<file path="config.mk">
export PLATFORM = sky130hd
export DESIGN_NAME = jtag_tap
export DESIGN_NICKNAME = d
export VERILOG_FILES = /design/src/rtl/jtag_tap_pkg.sv /design/src/rtl/jtag_tap_fsm.sv /design/src/rtl/jtag_tap.sv
export SDC_FILE = /design/constraint.sdc
export NUM_CORES = 1
export LEC_CHECK = 0
export CAP_MARGIN = 20
export CORE_MARGIN = 10
export CORE_UTILIZATION = 45
export DETAILED_ROUTE_END_ITERATION = 16
export SLEW_MARGIN = 0
export SYNTH_ARGS = -nofsm -noshare
export SYNTH_HDL_FRONTEND = slang
export SYNTH_SLANG_ARGS = --single-unit
</file>
<file path="constraint.sdc">
create_clock -name tck -period 2.1 [get_ports tck]
set_clock_uncertainty 0.05 [all_clocks]
set_input_delay 0.21 -clock tck [delete_from_list [all_inputs] [get_ports tck]]
set_output_delay 0.21 -clock tck [all_outputs]
set_load 0.01 [all_outputs]
</file>
<file path="src/rtl/jtag_tap_pkg.sv">
// Shared definitions for the JTAG TAP controller: state encoding, opcodes,
// Capture-IR pattern and the instruction decoder.
// Optional feature macro: JTAG_TAP_USERCODE_EN (enables the USERCODE instruction).
package jtag_tap_pkg;

    typedef enum logic [3:0] {
        ST_TLR    = 4'd0,
        ST_RTI    = 4'd1,
        ST_SEL_DR = 4'd2,
        ST_CAP_DR = 4'd3,
        ST_SH_DR  = 4'd4,
        ST_EX1_DR = 4'd5,
        ST_PAU_DR = 4'd6,
        ST_EX2_DR = 4'd7,
        ST_UPD_DR = 4'd8,
        ST_SEL_IR = 4'd9,
        ST_CAP_IR = 4'd10,
        ST_SH_IR  = 4'd11,
        ST_EX1_IR = 4'd12,
        ST_PAU_IR = 4'd13,
        ST_EX2_IR = 4'd14,
        ST_UPD_IR = 4'd15
    } tap_state_e;

    // Which data register sits between tdi and tdo for the current instruction
    typedef enum logic [1:0] {
        SEL_BYPASS   = 2'd0,
        SEL_IDCODE   = 2'd1,
        SEL_DEBUG    = 2'd2,
        SEL_USERCODE = 2'd3
    } dr_sel_e;

    localparam logic [3:0] OP_BYPASS   = 4'b1111;
    localparam logic [3:0] OP_IDCODE   = 4'b0001;
    localparam logic [3:0] OP_DEBUG    = 4'b1000;
    localparam logic [3:0] OP_USERCODE = 4'b0010;
    localparam logic [3:0] IR_CAPTURE  = 4'b0101;

    // Unknown opcodes fall back to BYPASS so a scan chain never breaks
    function automatic dr_sel_e decode_ir(input logic [3:0] ir);
        dr_sel_e sel;
        case (ir)
            OP_IDCODE:   sel = SEL_IDCODE;
            OP_DEBUG:    sel = SEL_DEBUG;
`ifdef JTAG_TAP_USERCODE_EN
            OP_USERCODE: sel = SEL_USERCODE;
`endif
            default:     sel = SEL_BYPASS;
        endcase
        return sel;
    endfunction

endpackage

</file>
<file path="src/rtl/jtag_tap_fsm.sv">
// 16-state IEEE 1149.1 TAP controller state machine, advanced by tms on tck rise.
module jtag_tap_fsm
    import jtag_tap_pkg::*;
(
    input  logic       tck,
    input  logic       rst,
    input  logic       tms,
    output tap_state_e state
);

    tap_state_e r_state;
    tap_state_e w_next;

    // State register, async reset to Test-Logic-Reset
    always_ff @(posedge tck or posedge rst) begin
        if (rst) r_state <= ST_TLR;
        else     r_state <= w_next;
    end

    // Standard TAP transition table
    always_comb begin
        w_next = r_state;
        case (r_state)
            ST_TLR:    w_next = tms ? ST_TLR    : ST_RTI;
            ST_RTI:    w_next = tms ? ST_SEL_DR : ST_RTI;
            ST_SEL_DR: w_next = tms ? ST_SEL_IR : ST_CAP_DR;
            ST_CAP_DR: w_next = tms ? ST_EX1_DR : ST_SH_DR;
            ST_SH_DR:  w_next = tms ? ST_EX1_DR : ST_SH_DR;
            ST_EX1_DR: w_next = tms ? ST_UPD_DR : ST_PAU_DR;
            ST_PAU_DR: w_next = tms ? ST_EX2_DR : ST_PAU_DR;
            ST_EX2_DR: w_next = tms ? ST_UPD_DR : ST_SH_DR;
            ST_UPD_DR: w_next = tms ? ST_SEL_DR : ST_RTI;
            ST_SEL_IR: w_next = tms ? ST_TLR    : ST_CAP_IR;
            ST_CAP_IR: w_next = tms ? ST_EX1_IR : ST_SH_IR;
            ST_SH_IR:  w_next = tms ? ST_EX1_IR : ST_SH_IR;
            ST_EX1_IR: w_next = tms ? ST_UPD_IR : ST_PAU_IR;
            ST_PAU_IR: w_next = tms ? ST_EX2_IR : ST_PAU_IR;
            ST_EX2_IR: w_next = tms ? ST_UPD_IR : ST_SH_IR;
            ST_UPD_IR: w_next = tms ? ST_SEL_DR : ST_RTI;
            default:   w_next = ST_TLR;
        endcase
    end

    assign state = r_state;

endmodule

</file>
<file path="src/rtl/jtag_tap.sv">
// JTAG TAP: 4-bit IR, BYPASS / IDCODE / DEBUG data registers, falling-edge tdo.
// Optional feature macro: JTAG_TAP_USERCODE_EN (USERCODE captures USERCODE_VALUE).
module jtag_tap
    import jtag_tap_pkg::*;
#(
    parameter logic [31:0] IDCODE_VALUE   = 32'h149511C3,
    parameter logic [31:0] USERCODE_VALUE = 32'h00000000
) (
    input  logic tck,
    input  logic rst,
    input  logic tms,
    input  logic tdi,
    output logic tdo,
    output logic tdo_oe,
    output logic debug_select,
    output logic capture_dr,
    output logic shift_dr,
    output logic update_dr,
    output logic debug_tdi,
    input  logic debug_tdo
);

    tap_state_e  w_state;
    logic [3:0]  r_ir;
    logic [3:0]  r_ir_sr;
    logic [3:0]  w_ir_eff;
    dr_sel_e     w_sel;
    logic        w_dr32_sel;
    logic [31:0] w_dr32_cap;
    logic [31:0] r_dr32;
    logic        r_bypass;
    logic        w_tdo_next;
    logic        r_tdo;
    logic        r_tdo_oe;

    jtag_tap_fsm u_fsm (
        .tck   (tck),
        .rst   (rst),
        .tms   (tms),
        .state (w_state)
    );

    // Test-Logic-Reset forces IDCODE immediately, not one tck after entry
    assign w_ir_eff = (w_state == ST_TLR) ? OP_IDCODE : r_ir;
    assign w_sel    = decode_ir(w_ir_eff);

`ifdef JTAG_TAP_USERCODE_EN
    assign w_dr32_sel = (w_sel == SEL_IDCODE) || (w_sel == SEL_USERCODE);
    assign w_dr32_cap = (w_sel == SEL_USERCODE) ? USERCODE_VALUE : IDCODE_VALUE;
`else
    logic w_unused_usercode;
    assign w_unused_usercode = ^USERCODE_VALUE;
    assign w_dr32_sel = (w_sel == SEL_IDCODE);
    assign w_dr32_cap = IDCODE_VALUE;
`endif

    // IR shift register: fixed pattern on capture, LSB-first shift toward tdo
    always_ff @(posedge tck or posedge rst) begin
        if (rst)                      r_ir_sr <= IR_CAPTURE;
        else if (w_state == ST_CAP_IR) r_ir_sr <= IR_CAPTURE;
        else if (w_state == ST_SH_IR)  r_ir_sr <= {tdi, r_ir_sr[3:1]};
    end

    // Active instruction: only Update-IR or Test-Logic-Reset may change it
    always_ff @(posedge tck or posedge rst) begin
        if (rst)                      r_ir <= OP_IDCODE;
        else if (w_state == ST_TLR)    r_ir <= OP_IDCODE;
        else if (w_state == ST_UPD_IR) r_ir <= r_ir_sr;
    end

    // 32-bit IDCODE/USERCODE register; holds when another DR is selected
    always_ff @(posedge tck or posedge rst) begin
        if (rst) r_dr32 <= '0;
        else if (w_dr32_sel) begin
            if (w_state == ST_CAP_DR)     r_dr32 <= w_dr32_cap;
            else if (w_state == ST_SH_DR) r_dr32 <= {tdi, r_dr32[31:1]};
        end
    end

    // 1-bit bypass register
    always_ff @(posedge tck or posedge rst) begin
        if (rst) r_bypass <= 1'b0;
        else if (w_sel == SEL_BYPASS) begin
            if (w_state == ST_CAP_DR)     r_bypass <= 1'b0;
            else if (w_state == ST_SH_DR) r_bypass <= tdi;
        end
    end

    // tdo source select; zero outside the shift states
    always_comb begin
        w_tdo_next = 1'b0;
        if (w_state == ST_SH_IR) begin
            w_tdo_next = r_ir_sr[0];
        end else if (w_state == ST_SH_DR) begin
            case (w_sel)
                SEL_IDCODE, SEL_USERCODE: w_tdo_next = r_dr32[0];
                SEL_DEBUG:                w_tdo_next = debug_tdo;
                default:                  w_tdo_next = r_bypass;
            endcase
        end
    end

    // tdo and its enable change on the falling edge so they are stable at the next rise
    always_ff @(negedge tck or posedge rst) begin
        if (rst) begin
            r_tdo    <= 1'b0;
            r_tdo_oe <= 1'b0;
        end else begin
            r_tdo    <= w_tdo_next;
            r_tdo_oe <= (w_state == ST_SH_IR) || (w_state == ST_SH_DR);
        end
    end

    assign tdo          = r_tdo;
    assign tdo_oe       = r_tdo_oe;
    assign debug_select = (w_sel == SEL_DEBUG);
    assign capture_dr   = (w_state == ST_CAP_DR);
    assign shift_dr     = (w_state == ST_SH_DR);
    assign update_dr    = (w_state == ST_UPD_DR);
    assign debug_tdi    = tdi;

endmodule

</file>
==> results.sh <==
export IMPL_drc=0
export IMPL_synth_top_family_by_area="compound AO/OA/AOI/OAI gates"
export IMPL_crit_path_end_kind="register"
export IMPL_synth_compound_area_share=0.317
export IMPL_wl_per_cell_um=17.0
export IMPL_crit_fanout=3
export IMPL_layout_drive_gt1_share=0.237
export IMPL_start_util=0.462
export IMPL_hp_class="in2async"
export IMPL_rows=26
export IMPL_avgViaCountPerCell=5.94
export IMPL_outcome="finished with violations"
export IMPL_ant_nets=0
export IMPL_drt_iter0_drc=88
export IMPL_internal_power_mw=3.03
export IMPL_hold_buffers=0
export IMPL_report_final_slew_viol_count=0
export IMPL_ys_ff_latch=47
export IMPL_power_density_nw_per_um2=1760
export IMPL_synth_area_um2=2360
export IMPL_synthArstFlopShare=1.00
export IMPL_maxCapViolCount=0
export IMPL_required_ns=1.15
export IMPL_cts_sinks=47
export IMPL_swShare=0.394
export IMPL_tightest_slew_ns=0.408
export IMPL_rsz0062_at_grt="true"
export IMPL_tns_ns=-0.171
export IMPL_die_h_um=92.4
export IMPL_root_buffer="clkbuf_8"
export IMPL_setup_violations=3
export IMPL_clockPowerShare=0.130
export IMPL_cts_tree="built"
export IMPL_ys_warn_count=0
export IMPL_cts_buffers=5
export IMPL_die_x_um=92.4
export IMPL_syn_num_nets=230
export IMPL_synthMuxAreaShare=0.00424
export IMPL_hpwlAfterDp_um=3660
export IMPL_nFillCells=461
export IMPL_netlist_instances=225
export IMPL_grt_max_degree=34
export IMPL_die_area_um2=8540
export IMPL_synth_seq_area_share=0.500
export IMPL_worstSetupPathType="reg2reg"
export IMPL_setup_ws_ns=-0.127
export IMPL_p_sw_mw=1.97
export IMPL_hold_violations=0
export IMPL_power_frac_seq=0.330
export IMPL_final_area_um2=2840
export IMPL_io_pins=12
export IMPL_antenna_cells=0
export IMPL_layout_common_cells="a22o_1 (40), dfrtp_1 (40), buf_4 (36)"
export IMPL_leakagePower_nw=1.28
export IMPL_synth_main_ff_cell="dfrtp_1"
export IMPL_htreeDepth=2
export IMPL_synth_edff_count=0
export IMPL_clockBufferDepth=2
export IMPL_antenna_found_initial=0
export IMPL_maxSlewHeadroom=0.727
export IMPL_r2r_start="r_ir[2]"
export IMPL_cp_arrival_ns=1.27
export IMPL_ys_types=39
export IMPL_multi_input_area_um2=1060
export IMPL_clk_latency_ns=0.30
export IMPL_core_area_um2=5110
export IMPL_layout_nets=261
export IMPL_grt_total_usage=0.134
export IMPL_gr_total_overflow=0
export IMPL_synth_xor_area_frac=0.00742
export IMPL_final_seq_area_um2=1180
export IMPL_vdd_ir_drop_max_uv=818
export IMPL_start_kind="register"
export IMPL_grt_pass1_wl_um=9400
export IMPL_gp_congestion=0.806
export IMPL_syn_avg_cell_area_um2=10.5
export IMPL_dpl_instance_area_um2=2680
export IMPL_routed_wl_um=5560
export IMPL_synthAdderAreaFrac=0
export IMPL_synth_simple_gate_area_frac=0.112
export IMPL_violations="setup timing"
export IMPL_comb_power_share=0.540
export IMPL_vias=1941
export IMPL_path_clk_slew_ns=0.08
export IMPL_io_buffers=11
export IMPL_first_pass_iters=4
export IMPL_startpoint="r_ir[2]"
export IMPL_rr_endpoint="tdo"
export IMPL_reg2reg_slack_ns=-0.13
export IMPL_r2r_cells=4
export IMPL_grt_pass1_vias=2005
export IMPL_areaGrowthSynthToFinish_pct=20.4
[registers in the layout, indices dropped and copies added, names as in the netlist]
signal       cells
tdo              1
u_fsm.state      4
r_dr32          32
r_ir             4
tdo_oe           1
r_ir_sr          4
r_bypass         1
[timing repair]
action	in CTS	in global routing
endpoints found under the setup margin	6	10
pin swaps	1	2
resized for setup	16	5
setup buffers	2	3
[metal layers]
layer | wire length (µm) | share of wire | global-route usage | up-vias
met5 | 0 | 0 | 0 | -
met2 | 2820 | 0.51 | 0.231 | 32
met4 | 100 | 0.018 | 0.0694 | 0
li1 | - | - | - | 920
met3 | 187 | 0.034 | 0.0323 | 9
met1 | 2450 | 0.44 | 0.151 | 980
[power groups by stage]
| stage | sequential, mW | combinational [mW] | clock (mW) |
|---|---|---|---|
| after floorplan | 1.61 | 1.88 | 0 |
| after global placement | 1.64 | 2.49 | 0 |
| after detailed placement | 1.66 | 2.59 | 0 |
| after CTS | 1.65 | 2.63 | 0.667 |
| after global routing | 1.71 | 2.96 | 0.705 |
| final | 1.65 | 2.70 | 0.650 |
[cell families (layout without fill, tap and decap cells)]
kind of cell	count (synthesis)	after routing
AOI/OAI and AO/OA	100	100
DFF	47	47
and+or+nand+nor	47	47
buffers and inverters	28	60
xor gates and xnor gates	2	2
muxes	1	1
[area by class of cell]
| cell class | count | area share |
|---|---|---|
| clock buffers | 7 | 0.0269 |
| clock inverters | 1 | 0.0106 |
| inverters | 4 | 0.00661 |
| multi-input cells | 150 | 0.374 |
| flip-flops and latches | 47 | 0.416 |
| well taps | 70 | 0.0308 |
| repair buffers | 48 | 0.135 |
[worst max-delay path, cell delays in order, from the launching register on]
cell,delay [ns]
dfrtp_1,0.42
nor4_2,0.27
a21oi_1,0.06
a21oi_1,0.13
o22ai_1,0.10
[cells in the mapped netlist (2+ instances only)]
| library cell | instances | area share |
|---|---|---|
| a31oi_1 | 2 | 0.0053 |
| a2bb2oi_1 | 12 | 0.045 |
| nor2_1 | 11 | 0.017 |
| a211oi_1 | 2 | 0.0064 |
| buf_4 | 8 | 0.025 |
| nor3_4 | 2 | 0.014 |
| nand2_1 | 15 | 0.024 |
| nand2b_1 | 3 | 0.0080 |
| and2_1 | 2 | 0.0053 |
| dfrtp_1 | 42 | 0.45 |
| o21ai_0 | 9 | 0.019 |
| a22o_1 | 40 | 0.15 |
| a21oi_1 | 10 | 0.021 |
| o22ai_1 | 19 | 0.050 |
| nor3_1 | 4 | 0.0085 |
| clkbuf_1 | 12 | 0.019 |
| inv_1 | 4 | 0.0064 |
| dfstp_2 | 3 | 0.033 |
| dfrtn_1 | 2 | 0.021 |
| buf_2 | 4 | 0.0085 |
[metrics by stage]
stage / hold slack, ns / instances / power (mW) / setup slack, ns / util
finish: 0.359 / 327 / 5.00 / -0.127 / 0.556
CTS: 0.373 / 324 / 4.94 / -0.155 / 0.550
global route: 0.412 / 327 / 5.38 / -0.227 / 0.556
detailed placement: 0.435 / 314 / 4.25 / -0.241 / 0.524
global placement: 0.434 / 314 / 4.13 / -0.207 / 0.524
floorplan: 0.182 / 225 / 3.49 / -0.126 / -
[how the worst max path moves through the flow]
stage                      to  cells after the start  slack, ns
final                     tdo                      4      -0.13
after floorplan           tdo                      4      -0.13
after detailed placement  tdo                      5      -0.24
after global routing      tdo                      4      -0.23
after global placement    tdo                      5      -0.21
after CTS                 tdo                      4      -0.16
Power figures use the tool's default switching activity.
